File: src/rtl/rcs_16b_seq_pkg.sv
// Shared definitions for the sequential ripple-borrow subtractor.
// State encoding and default geometry.
package rcs_16b_seq_pkg;

  typedef enum logic [1:0] {
    IDLE = 2'd0,
    CALC = 2'd1,
    DONE = 2'd2
  } state_t;

  localparam int WIDTH_D = 16;
  localparam int SLICE_D = 4;
  localparam int N_D     = WIDTH_D / SLICE_D;
  localparam int CNT_W_D = $clog2(N_D);

endpackage

File: src/rtl/full_adder.sv
// One-bit full adder cell.
// Shared with the ripple carry adder.
module full_adder (
  input  logic a,
  input  logic b,
  input  logic ci,
  output logic s,
  output logic co
);

  assign s  = a ^ b ^ ci;
  assign co = (a & b) | (ci & (a ^ b));

endmodule

File: src/rtl/rcs_16b_seq_slice.sv
// SLICE-bit ripple chunk: a + ~b + cin.
// Subtraction via full adders with the b input inverted.
module rcs_slice #(
  parameter int SLICE = 4
) (
  input  logic [SLICE-1:0] a,
  input  logic [SLICE-1:0] b,
  input  logic             cin,
  output logic [SLICE-1:0] s,
  output logic             cout
);

  logic [SLICE:0] w_c;

  assign w_c[0] = cin;
  assign cout   = w_c[SLICE];

  for (genvar i = 0; i < SLICE; i++) begin : g_fa
    full_adder u_fa (
      .a  (a[i]),
      .b  (~b[i]),
      .ci (w_c[i]),
      .s  (s[i]),
      .co (w_c[i+1])
    );
  end

endmodule

File: src/rtl/rcs_16b_seq.sv
// Multi-cycle ripple-borrow subtractor, D = A - B - Bin.
// One SLICE-bit chunk per CALC cycle, valid/ready on both sides.
module rcs_16b_seq
  import rcs_16b_seq_pkg::*;
#(
  parameter int WIDTH = WIDTH_D,
  parameter int SLICE = SLICE_D
) (
  input  logic             clk,
  input  logic             rst,
  input  logic             in_valid,
  output logic             in_ready,
  input  logic [WIDTH-1:0] A,
  input  logic [WIDTH-1:0] B,
  input  logic             Bin,
  output logic             out_valid,
  input  logic             out_ready,
  output logic [WIDTH-1:0] D,
  output logic             Bout,
  output logic             V
);

  localparam int N  = WIDTH / SLICE;
  localparam int CW = (N > 1) ? $clog2(N) : 1;
  localparam int IW = (WIDTH > 1) ? $clog2(WIDTH) : 1;

  state_t           r_state;
  logic [WIDTH-1:0] r_a;
  logic [WIDTH-1:0] r_b;
  logic [WIDTH-1:0] r_d;
  logic             r_c;
  logic [CW-1:0]    r_cnt;
  logic             r_bout;
  logic             r_v;
  logic             r_in_ready;
  logic             r_out_valid;

  logic [IW-1:0]    w_base;
  logic [SLICE-1:0] w_s;
  logic             w_co;

  assign w_base = IW'(r_cnt) * IW'(SLICE);

  rcs_slice #(.SLICE(SLICE)) u_slice (
    .a    (r_a[w_base +: SLICE]),
    .b    (r_b[w_base +: SLICE]),
    .cin  (r_c),
    .s    (w_s),
    .cout (w_co)
  );

  always_ff @(posedge clk or posedge rst) begin
    if (rst) begin
      r_state     <= IDLE;
      r_a         <= '0;
      r_b         <= '0;
      r_d         <= '0;
      r_c         <= 1'b0;
      r_cnt       <= '0;
      r_bout      <= 1'b0;
      r_v         <= 1'b0;
      r_in_ready  <= 1'b1;
      r_out_valid <= 1'b0;
    end else begin
      unique case (r_state)
        IDLE: begin
          if (in_valid) begin
            r_a        <= A;
            r_b        <= B;
            r_c        <= ~Bin;
            r_cnt      <= '0;
            r_state    <= CALC;
            r_in_ready <= 1'b0;
          end
        end
        CALC: begin
          r_d[w_base +: SLICE] <= w_s;
          r_c                  <= w_co;
          if (r_cnt == CW'(N - 1)) begin
            r_cnt       <= '0;
            r_state     <= DONE;
            r_out_valid <= 1'b1;
            r_bout      <= ~w_co;
            // w_s holds the MSB chunk of the completed difference
            r_v <= (r_a[WIDTH-1] != r_b[WIDTH-1]) &
                   (w_s[SLICE-1] != r_a[WIDTH-1]);
          end else begin
            r_cnt <= r_cnt + CW'(1);
          end
        end
        DONE: begin
          if (out_ready) begin
            r_state     <= IDLE;
            r_out_valid <= 1'b0;
            r_in_ready  <= 1'b1;
          end
        end
        default: r_state <= IDLE;
      endcase
    end
  end

  assign in_ready  = r_in_ready;
  assign out_valid = r_out_valid;
  assign D         = r_d;
  assign Bout      = r_bout;
  assign V         = r_v;

endmodule

File: config.mk
export PLATFORM = sky130hd
export DESIGN_NAME = rcs_16b_seq
export DESIGN_NICKNAME = d
export VERILOG_FILES = /design/src/rtl/rcs_16b_seq_pkg.sv /design/src/rtl/full_adder.sv /design/src/rtl/rcs_16b_seq_slice.sv /design/src/rtl/rcs_16b_seq.sv
export SDC_FILE = /design/constraint.sdc
export NUM_CORES = 1
export LEC_CHECK = 0
export CORE_ASPECT_RATIO = 1.4
export CORE_UTILIZATION = 25
export CTS_CLUSTER_DIAMETER = 200
export CTS_CLUSTER_SIZE = 24
export DETAILED_ROUTE_END_ITERATION = 16
export PLACE_DENSITY = 0.5
export SLEW_MARGIN = 20
export SYNTH_ARGS = -nofsm -noshare
export SYNTH_HDL_FRONTEND = slang
export SYNTH_SLANG_ARGS = --single-unit
File: constraint.sdc
create_clock -name clk -period 9.7 [get_ports clk]
set_clock_uncertainty 0.1 [all_clocks]
set_input_delay 0.97 -clock clk [delete_from_list [all_inputs] [get_ports clk]]
set_output_delay 0.97 -clock clk [all_outputs]
set_load 0.005 [all_outputs]
=== Word-level counts from Yosys, hierarchy flattened ===
Cells that the tools add are included.

* $add $sub $neg: 2
* Eq/ne operators: 8
* Bitwise logic cells: 27
* Multiplexer cells: 16
* Shift operators: 4
* Reductions and logical operators: 10

{| class="wikitable"
|+ Operator list
! cell !! count
|-
| $shiftx 16x5->4 || 2
|-
| $bwmux 16 || 1
|-
| $shift 4x6->16 const A || 1
|-
| $shiftx 4x6->16 || 1
|-
| $mux 2 || 5
|-
| $and 1x1->1 || 9
|-
| $reduce_and 3->1 || 3
|-
| $xor 1x1->1 || 8
|-
| $ne 2x2->1 const B || 3
|-
| $neg 4->6 || 1
|-
| $not 1->1 || 6
|-
| $pmux 1 s2 || 3
|-
| $pmux 2 s3 || 1
|-
| $reduce_and 2->1 || 3
|-
| $reduce_bool 2->1 || 3
|-
| $mux 1 || 5
|-
| $eq 2x2->1 const B || 2
|-
| $or 1x1->1 || 4
|-
| $pmux 2 s2 || 1
|-
| $add 2x1->2 const B || 1
|-
| $eq 2x1->1 const B || 1
|-
| $logic_not 2->1 || 1
|-
| $ne 1x1->1 || 2
|}

* Word-level logic and storage cells: 77
* Register bits: 57

=== Logic depth before layout (Yosys ltp) ===
Gate-level depths: netlist of the first run.

* Depth after elaboration: 12
* Depth in mapped cells: 11

=== Hierarchy ===
From an unflattened synthesis of the first run, not the netlist that was laid out.

* Cell total of the unflattened synthesis: 176
* Area total of the unflattened synthesis: 2657.5 µm²

{| class="wikitable"
|+ Modules (own cells, without submodules)
! module !! cells an instance !! times used !! area each (µm²)
|-
| rcs_16b_seq || 168 || 1 || 2562.5
|-
| full_adder || 1 || 4 || 20.0
|-
| rcs_slice || 4 || 1 || 15.0
|}

=== Least setup slack after synthesis of the first run ===
Ideal clock, no wire load.

* Path type: register -> register
* Start: reg r_cnt[0]
* End: reg r_v, in the netlist V
* Cell stages (with the launch flop): 11
* Library setup time: 0.129 ns
* Slack: 6.234 ns
* Clock period less this slack: 3.466 ns
* Arrival time: 3.237 ns
* Path buffers: 1
* Path through: dfrtp_1 -> buf_2 -> mux4_2 -> fa_1 -> fa_1 -> fa_1 -> inv_1 -> fa_1 -> and3b_1 -> a21oi_1 -> o21ai_0

* Longest elaborated chain between the ends: 12

{| class="wikitable"
|+ RTL lines
! element !! line !! source
|-
| from (decl) || rcs_16b_seq.sv:32 || <nowiki>logic [CW-1:0] r_cnt;</nowiki>
|-
| from (signal assigned) || rcs_16b_seq.sv:88 || <nowiki>r_cnt <= r_cnt + CW'(1);</nowiki>
|-
| $shiftx 16x5->4 || rcs_16b_seq.sv:46 || <nowiki>.b (r_b[w_base +: SLICE]),</nowiki>
|-
| $not 1->1 || rcs_16b_seq_slice.sv:21 || <nowiki>.b (~b[i]),</nowiki>
|-
| $xor 1x1->1 || full_adder.sv:12 || <nowiki>assign co = (a & b) | (ci & (a ^ b));</nowiki>
|-
| $and 1x1->1 || full_adder.sv:12 ||
|-
| $or 1x1->1 || full_adder.sv:12 ||
|-
| $and 1x1->1 || full_adder.sv:12 ||
|-
| $or 1x1->1 || full_adder.sv:12 ||
|-
| $and 1x1->1 || full_adder.sv:12 ||
|-
| $or 1x1->1 || full_adder.sv:12 ||
|-
| $xor 1x1->1 || full_adder.sv:11 || <nowiki>assign s = a ^ b ^ ci;</nowiki>
|-
| $ne 1x1->1 || rcs_16b_seq.sv:86 || <nowiki>(w_s[SLICE-1] != r_a[WIDTH-1]);</nowiki>
|-
| $and 1x1->1 || rcs_16b_seq.sv:85 || <nowiki>r_v <= (r_a[WIDTH-1] != r_b[WIDTH-1]) &</nowiki>
|-
| to (signal assigned) || rcs_16b_seq.sv:85 ||
|-
| to (decl) || rcs_16b_seq.sv:34 || <nowiki>logic r_v;</nowiki>
|}

Parallel ways exist; a longest one is shown, timed or not.
A chain may end at the register's enable or synchronous reset.

=== Final worst setup path of the first run ===
Ends and elaborated chain as after synthesis.

==> results of run 1 <==
-- synth_stat cells (all sizes together), types with 2 or more instances --
library cell  number
dfrtp             56
mux2              32
nand2             20
o21ai             15
inv               12
mux4               8
a21oi              6
buf                6
ha                 6
nor2               6
nand3b             5
fa                 4
nand2b             4
o41ai              4
or3                3
a22o               2
-- cell families after synthesis --
logic type / share of synthesized area
flip-flops: 0.5362
AND/OR/NAND/NOR: 0.09869
multiplexers: 0.2044
AO/OA/AOI/OAI: 0.07190
buffers and inverters: 0.03054
adder cells (fa/ha/maj): 0.05827
-- layout by cell type, fill, tap and decap left out, types with 5 or more instances in the layout --
cell / count
clkbuf_16: 9
dfrtp_1: 56
mux4_2: 7
mux2_2: 32
nor2_1: 5
a21oi_1: 6
nand2_1: 20
clkdlybuf4s50_1: 56
inv_1: 10
ha_1: 6
o21ai_0: 9
-- registers in the layout (all words and copies together), names as in the netlist --
name	cells
D	16
out_valid	1
r_state	2
V	1
r_c	1
r_a	16
r_b	16
in_ready	1
Bout	1
r_cnt	2
-- stage by stage --
| stage | area [sq um] | util |
|---|---|---|
| after CTS | 3694 | 0.3569 |
| after floorplan | 2663 | - |
| final | 3694 | 0.3569 |
| after global placement | 3374 | 0.3260 |
| after detailed placement | 3374 | 0.3260 |
| after global routing | 3694 | 0.3569 |
-- power by group --
part	switching, W	internal, W	leakage, nW	total, W
logic	0.000269	0.000287	0.704	0.000556
clock network	0.000104	0.000229	0.151	0.000333
registers	0.0000932	0.000338	0.706	0.000431
total	0.000466	0.000854	1.56	0.00132
-- area by class of cell --
cell class | count | area [sq um]
well taps | 138 | 172.7
clock buffers | 10 | 239.0
repair buffers | 58 | 575.6
clock inverters | 5 | 80.08
flip-flops and latches | 57 | 1428
fillers | 1048 | 6656
inverters | 12 | 45.04
multi-input cells | 122 | 1154
-- worst paths after layout --
check                      startpoint  endpoint  slack (ns)  cells after the start
max reg2reg                  r_cnt[0]         V        5.98                      9
max                          r_cnt[0]         V        5.98                      9
min reg2reg                     D[14]     D[14]        0.37                      2
max in group asynchronous         rst  r_cnt[0]        7.93                      3
min                             D[14]     D[14]        0.37                      2
min in group asynchronous         rst      D[4]        1.07                      3
-- worst reg2reg max path, delay by kind of cell (launching register included) --
kind	cells	cell delay, ns
fa+ha+maj	4	1.57
simple gates	1	0.19
buf+inv	1	0.07
flops	1	0.86
mux	1	0.61
compound gates	2	0.19
-- metal layers --
layer,vias up,wire length (microns)
li1,827,-
met1,844,2412
met2,44,3101
met3,5,244
met4,0,91
met5,-,0
==> flow_metrics.tcl, run 1 <==
set metrics [dict create \
    hold_viol 0 \
    drc_errors 0 \
    drive_above_1_share 0.2614 \
    first_global_vias 1880 \
    fin_crit_sh 0.3834 \
    ir_worst_vdd_v 0.0001461 \
    max-slew-margin-rel 0.4651 \
    use_met3 0.04042 \
    die-width_microns 89.22 \
    ant_nets 0 \
    synth_cell_types 32 \
    antennaDiodeCount 0 \
    num_vias 1720 \
    yosys_warnings 0 \
    cp-end-kind "flip-flop" \
    setup_slack_ns 5.981 \
    path_delay_family "adder cells" \
    clk_latency_ns 0.32 \
    cts_tree "done" \
    grt.busiest_layer "met2" \
    cts_hold_buf 0 \
    worst-path-buf-inv 1 \
    yosysTopAreaCellShare 0.5263 \
    arrival_ns 3.81 \
    dp.cells 387 \
    dr.pass1.iters 4 \
    powerDensity_nw_per_um2 357.5 \
    yosys.area.top_type "dfrtp_1" \
    final_cell_count_no_fill 402 \
    routed_via_density 4.279 \
    routabilityCongestion 0.7237 \
    fmaxAchievable_mhz 268.9 \
    ys_seq_area_frac 0.5362 \
    drv_slew 0 \
    grt_first_pass_wirelength_microns 9701 \
    cpPeakStageDelay_ns 0.86 \
    use_met1 0.1392 \
    critPathMaxFanout 17 \
    met2_usage 0.2080 \
    syn_to_final_growth_pct 38.72 \
    critPathRequiredTime_ns 9.79 \
    io_pins 57 \
    power.static_leakage_nw 1.561 \
    hold_path.class "reg -> reg" \
    cts-buffers-inserted 9 \
    rows 44 \
    whs_ns 0.3726 \
    critPathLaunchType "flip-flop" \
    cts_setup_buffers 0 \
    routed_wl_microns 5850 \
    yosys_register_bits 57 \
    syn_area_sq_um 2663 \
    hpwlAfterDp_microns 4224 \
    cts.sinks 57 \
    syn_inst 198 \
    fin_setup_tns_ns 0 \
    async_flop_share 1.000 \
    worst_pin_slew_ns 0.8024 \
    gr-usage-all-layers 0.1226 \
    cap_violations 0 \
    synth_nets 245 \
    fin_crit_ns 3.719 \
    wl_per_cell_microns 14.55 \
    core_area_sq_um 10350 \
    power.total_w 0.001320 \
    criticalPathCategory "reg -> reg" \
    setup_viol 0 \
    drt_iter0_markers 59 \
    die_h_microns 124.1 \
    cts_resized 0 \
    numPortBuffers 56 \
    clk_path_buf_depth 2 \
    netlist_top_cells_area "dfrtp_1 53%, mux2_2 14%, mux4_2 5.9%" \
    synth_enable_flop_cells 0 \
    die_area_sq_um 11070 \
    syn_area_per_cell_sq_um 13.45 \
    crit_top_cell "fa_1" \
    antenna_found_initial 0 \
    start_util 0.2573 \
    pre_cts_slack_ns 5.955 \
    path_clk_slew_ns 0.05 \
    htreeDepth 3 \
    status "finished, final reports clean" \
    crit_chain "mux4_2, fa_1, fa_1, fa_1, inv_1, fa_1, and3b_1, a21oi_1, o21ai_0" \
    slowest_stage "dfrtp_1" \
    rsz0062_at_grt "false" \
    gr-total-overflow 0 \
    synth_ff_type "dfrtp_1" \
    fin_nets 307 \
    grt_max_degree 58 \
    cts_root_buffer "clkbuf_16" \
]
(Power assumes the default switching activity.)
==> inputs of run 2 (changes only) <==
- PLACE_DENSITY: 0.5 -> 0.52
- clock period: 9.7 -> 3.2 ns (I/O delays scaled with it)
==> flow_metrics.tcl, run 2 (synthesis gave the netlist of run 1 again) <==
set metrics [dict create \
    rows 44 \
    sw_frac_of_total 0.3474 \
    hpwlAfterDp_microns 4509 \
    die-width_microns 89.22 \
    drt_iter0_markers 43 \
    fin_crit_sh 0.9637 \
    ir_worst_vdd_v 0.0005097 \
    clk_latency_ns 0.33 \
    clock_power_share 0.249 \
    rsz0062_at_grt "false" \
    gr-usage-all-layers 0.1223 \
    die_area_sq_um 11070 \
    worst-path-buf-inv 1 \
    setup_viol 0 \
    drc_errors 0 \
    pre_cts_slack_ns 0.05676 \
    criticalPathCategory "reg -> reg" \
    cts.sinks 57 \
    io_pins 57 \
    fin_nets 312 \
    setup_slack_ns 0.1160 \
    status "finished, final reports clean" \
    worst_pin_slew_ns 0.5969 \
    hold_path.class "in -> async" \
    p_int_w 0.002674 \
    powerDensity_nw_per_um2 1093 \
    antennaDiodeCount 0 \
    htreeDepth 3 \
    power.static_leakage_nw 1.593 \
    path_delay_family "adder cells" \
    start_util 0.2573 \
    arrival_ns 3.19 \
    critPathMaxFanout 4 \
    pwr-share-seq 0.304 \
    ant_nets 0 \
    routed_via_density 4.360 \
    routed_wl_microns 5926 \
    nFillCells 1066 \
    final_common_cell "clkdlybuf4s50_1" \
    routabilityCongestion 0.7436 \
    fmaxAchievable_mhz 324.3 \
    cpPeakStageDelay_ns 0.53 \
    cts-buffers-inserted 9 \
    clk_path_buf_depth 2 \
    drv_slew 0 \
    switchingPower_w 0.001424 \
    post-route-util 0.3622 \
    cts_root_buffer "clkbuf_16" \
    cap_violations 0 \
    cts_tree "done" \
    critPathLaunchType "flip-flop" \
    die_h_microns 124.1 \
    stdcell_area_sq_um 3749 \
    numPortBuffers 56 \
    cts_resized 0 \
    gr-total-overflow 0 \
    crit_top_cell "fa_2" \
    fin_crit_ns 3.084 \
    most-common-layout-cells "56 x clkdlybuf4s50_1, 55 x dfrtp_1, 32 x mux2_2, 20 x nand2_1, 10 x inv_1" \
    drive_above_1_share 0.2889 \
    wl_per_cell_microns 14.52 \
    cts_setup_buffers 0 \
    hold_viol 0 \
    cp-end-kind "flip-flop" \
    power.total_w 0.004098 \
    grt_first_pass_wirelength_microns 9777 \
    whs_ns 0.2921 \
    first_global_vias 1902 \
    dr.pass1.iters 4 \
    syn_to_final_growth_pct 40.79 \
    power_frac_comb 0.448 \
    critPathRequiredTime_ns 3.30 \
    antenna_found_initial 0 \
    path_clk_slew_ns 0.05 \
    grt_max_degree 33 \
    placed_area_sq_um 3418 \
    core_area_sq_um 10350 \
    slowest_stage "mux4_2" \
    max-slew-margin-rel 0.6015 \
    cts_hold_buf 0 \
    num_vias 1779 \
    crit_chain "mux4_2, fa_2, fa_2, fa_2, inv_1, fa_1, and3b_1, a21oi_1, o21ai_0" \
]
==> run 2: cell types whose count changed in the layout (fill, tap and decap cells not counted) <==
cell	delta
bufinv_16	-1
clkinvlp_4	-2
clkbuf_8	+4
dfrtp_1	-1
buf_4	+5
fa_1	-3
dfrtp_2	+1
clkinv_2	-1
fa_2	+3
clkbuf_1	+1
==> run 2: worst paths after layout <==
kind                            cells after the start        to      from  slack, ns
worst max register to register                      9         V  r_cnt[0]       0.12
worst min register to register                      2      D[7]      D[7]       0.38
worst max-delay path                                9         V  r_cnt[0]       0.12
max in group asynchronous                           3  in_ready       rst       1.97
worst min-delay path                                2      D[9]       rst       0.29
min in group clk                                    2      D[7]      D[7]       0.38
==> run 2: layout make-up <==
cell class	count	area, sq um	share of cell area
sequential	57	1429	0.3812
multi-input combinational	122	1161	0.3097
timing repair buffer	63	613.1	0.1636
clock buffer	15	297.8	0.07944
tap	138	172.7	0.04606
inverter	12	45.04	0.01202
clock inverter	1	30.03	0.008011
==> run 2: worst reg2reg max path, delay by kind of cell, from the launching register on <==
kind / cells / cell delay [ns]
buffers and inverters: 1 / 0.07
AO/OA/AOI/OAI: 2 / 0.18
flip-flops: 1 / 0.40
multiplexers: 1 / 0.53
adder cells (fa/ha/maj): 4 / 1.49
AND/OR/NAND/NOR: 1 / 0.20
==> run 2: metrics by stage <==
step           std cells  setup TNS (ns)
2_1_floorplan        198        -0.02742
3_3_place_gp         392               0
3_5_place_dp         392               0
4_1_cts              408               0
5_1_grt              408               0
6_report             408               0
==> run 2: routing by layer <==
layer  wire [microns]  track usage  up-vias
met5                0            0        -
met4              169      0.07044        0
met3              269      0.02850       13
met2             3059       0.2037       46
met1             2428       0.1424      882
li1                 -            -      838
==> run 2: power by group through the flow <==
stage / Sequential, W / Combinational [W] / Clock [W]
6_report: 0.00124 / 0.00184 / 0.00102
5_1_grt: 0.00130 / 0.00204 / 0.00107
4_1_cts: 0.00125 / 0.00186 / 0.00104
3_5_place_dp: 0.00127 / 0.00186 / 0
3_3_place_gp: 0.00126 / 0.00182 / 0
2_1_floorplan: 0.00117 / 0.00130 / 0
==> inputs of run 3 (changes only) <==
- SYNTH_HIERARCHICAL: not set -> 1
==> flow_metrics.tcl, run 3 <==
set metrics [dict create \
    cts.sinks 57 \
    crit_chain "mux4_2, fa_2, fa_2, fa_2, fa_1, and3b_1, a21oi_1, o21ai_1" \
    cts_setup_buffers 0 \
    drv_slew 0 \
    antennaDiodeCount 0 \
    clk_latency_ns 0.33 \
    critPathRequiredTime_ns 3.29 \
    worst-path-buf-inv 0 \
    grt_max_degree 34 \
    start_util 0.2568 \
    muxShareOfSynthArea 0.2048 \
    clk_path_buf_depth 2 \
    drt_iter0_markers 67 \
    yosys_warnings 6 \
    worst_pin_slew_ns 0.6020 \
    die_h_microns 124.0 \
    core_area_sq_um 10350 \
    gr-total-overflow 0 \
    ir_worst_vdd_v 0.0005517 \
    io_pins 57 \
    worstSetupPathDepth 8 \
    slowest_stage "mux4_2" \
    cp-end-kind "flip-flop" \
    synth_adder_area_share 0.05367 \
    synth_most_common_cell "dfrtp_1" \
    antenna_found_initial 0 \
    max-slew-margin-rel 0.5981 \
    routed_wl_microns 5807 \
    most-common-layout-cells "56 x clkdlybuf4s50_1, 55 x dfrtp_1, 30 x mux2_2, 14 x a22o_1" \
    netlist_top_cells_area "dfrtp_1 53%, mux2_2 13%, mux4_2 5.9%" \
    fmaxAchievable_mhz 322.4 \
    synth_compound_area_frac 0.08804 \
    critPathMaxFanout 4 \
    final_common_cell "clkdlybuf4s50_1" \
    cpPeakStageDelay_ns 0.52 \
    synth_cell_types 31 \
    synth_xor_xnor_area_share 0 \
    num_vias 1665 \
    htreeDepth 3 \
    cts_tree "done" \
    numPortBuffers 56 \
    yosys_register_bits 57 \
    hpwlAfterDp_microns 4313 \
    rsz0062_at_grt "false" \
    async_flop_share 1.000 \
    synth_simple_gate_area_frac 0.07674 \
    fin_nets 288 \
    syn_to_final_growth_pct 39.97 \
    status "finished, final reports clean" \
    routed_via_density 4.325 \
    synth_top_cells_by_count "56 x dfrtp_1, 30 x mux2_2, 14 x a22o_1" \
    wl_per_cell_microns 15.08 \
    power.static_leakage_nw 1.561 \
    hold_viol 0 \
    syn_area_per_cell_sq_um 15.10 \
    setup_viol 0 \
    hold_path.class "in -> async" \
    die-width_microns 89.14 \
    r2r_cells 8 \
    yosys.area.top_type "dfrtp_1" \
    fin_crit_ns 3.101 \
    yosysTopAreaCellShare 0.5273 \
    syn_area_sq_um 2658 \
    setup_slack_ns 0.09863 \
    first_global_vias 1809 \
    crit_top_cell "fa_2" \
    routabilityCongestion 0.7033 \
    cap_violations 0 \
    rows 44 \
    drive_above_1_share 0.2955 \
    die_area_sq_um 11050 \
    fin_crit_sh 0.9692 \
    path_delay_family "adder cells" \
    post-route-util 0.3594 \
    cts_root_buffer "clkbuf_16" \
    ant_nets 0 \
    ys_seq_area_frac 0.5372 \
    arrival_ns 3.20 \
    synth_top_family_by_area "multiplexers" \
    drc_errors 0 \
    synth_enable_flop_cells 0 \
    dr.pass1.iters 4 \
    critPathLaunchType "flip-flop" \
    gr-usage-all-layers 0.1239 \
    grt_first_pass_wirelength_microns 9846 \
    path_clk_slew_ns 0.05 \
    pre_cts_slack_ns 0.05082 \
    synth_nets 222 \
    powerDensity_nw_per_um2 1121 \
    synth_ff_type "dfrtp_1" \
    cts-buffers-inserted 9 \
    syn_inst 176 \
    criticalPathCategory "reg -> reg" \
]
## run 3: cell types whose count changed after synthesis, sizes merged, moves of 2 or more
cell | previous run | this run
a22o | 2 | 14
a32o | 0 | 4
and2b | 0 | 2
inv | 12 | 10
nand2 | 20 | 5
nand3b | 5 | 3
nor2 | 6 | 4
o21ai | 15 | 6
o41ai | 4 | 0
or3 | 3 | 0
## run 3: layout make-up
class	instances	area [sq um]
Clock buffer	11	252.7
Clock inverter	5	77.57
Fill cell	1058	6630
Inverter	10	37.54
Multi-Input combinational cell	102	1132
Sequential cell	57	1429
Tap cell	138	172.7
Timing Repair Buffer	62	618.1
## run 3: what timing repair did
| action | 4_1_cts | 5_1_grt |
|---|---|---|
| endpoints found under the setup margin | 0 | 1 |
| hold buffers | 0 | 0 |
| resized for setup | 0 | 1 |
## run 3: metal layers
layer / vias up / part of all wire / track usage
met5: - / 0 / 0
met1: 831 / 0.45 / 0.1553
met3: 11 / 0.045 / 0.03711
met2: 45 / 0.48 / 0.1951
met4: 0 / 0.019 / 0.05655
li1: 778 / - / -
## run 3: logic make-up (layout without fill, tap and decap cells)
family          after synthesis  count (layout)
flops                        57              57
mux                          40              40
simple gates                 22              22
buf+inv                      17              88
fa+ha+maj                     9               9
compound gates               31              31
## run 3: path summary, 6_finish.rpt
check	from	slack (ns)	to
hold reg to reg	r_b[1]	0.39	r_b[1]
setup reg to reg	r_cnt[0]	0.1	V
max in group asynchronous	rst	2.13	r_a[13]
hold / removal	rst	0.29	D[9]
min in group clk	r_b[1]	0.39	r_b[1]
setup / recovery	r_cnt[0]	0.1	V
## run 3: power breakdown
group	total [W]	switching, W	internal, W
logic	0.00185	0.000826	0.00103
clock network	0.00105	0.000330	0.000720
registers	0.00127	0.000221	0.00104
## run 3: per-stage QoR
| stage | hold WS (ns) | setup TNS, ns | instance area (sq um) | instances | power (W) |
|---|---|---|---|---|---|
| 2_1_floorplan | 0.3272 | -0.09819 | 2670 | 176 | 0.002529 |
| 3_3_place_gp | 0.3861 | 0 | 3390 | 369 | 0.003112 |
| 3_5_place_dp | 0.3854 | 0 | 3390 | 369 | 0.003177 |
| 4_1_cts | 0.3152 | 0 | 3720 | 385 | 0.004237 |
| 5_1_grt | 0.3492 | 0 | 3720 | 385 | 0.004478 |
| 6_report | 0.2944 | 0 | 3720 | 385 | 0.004170 |
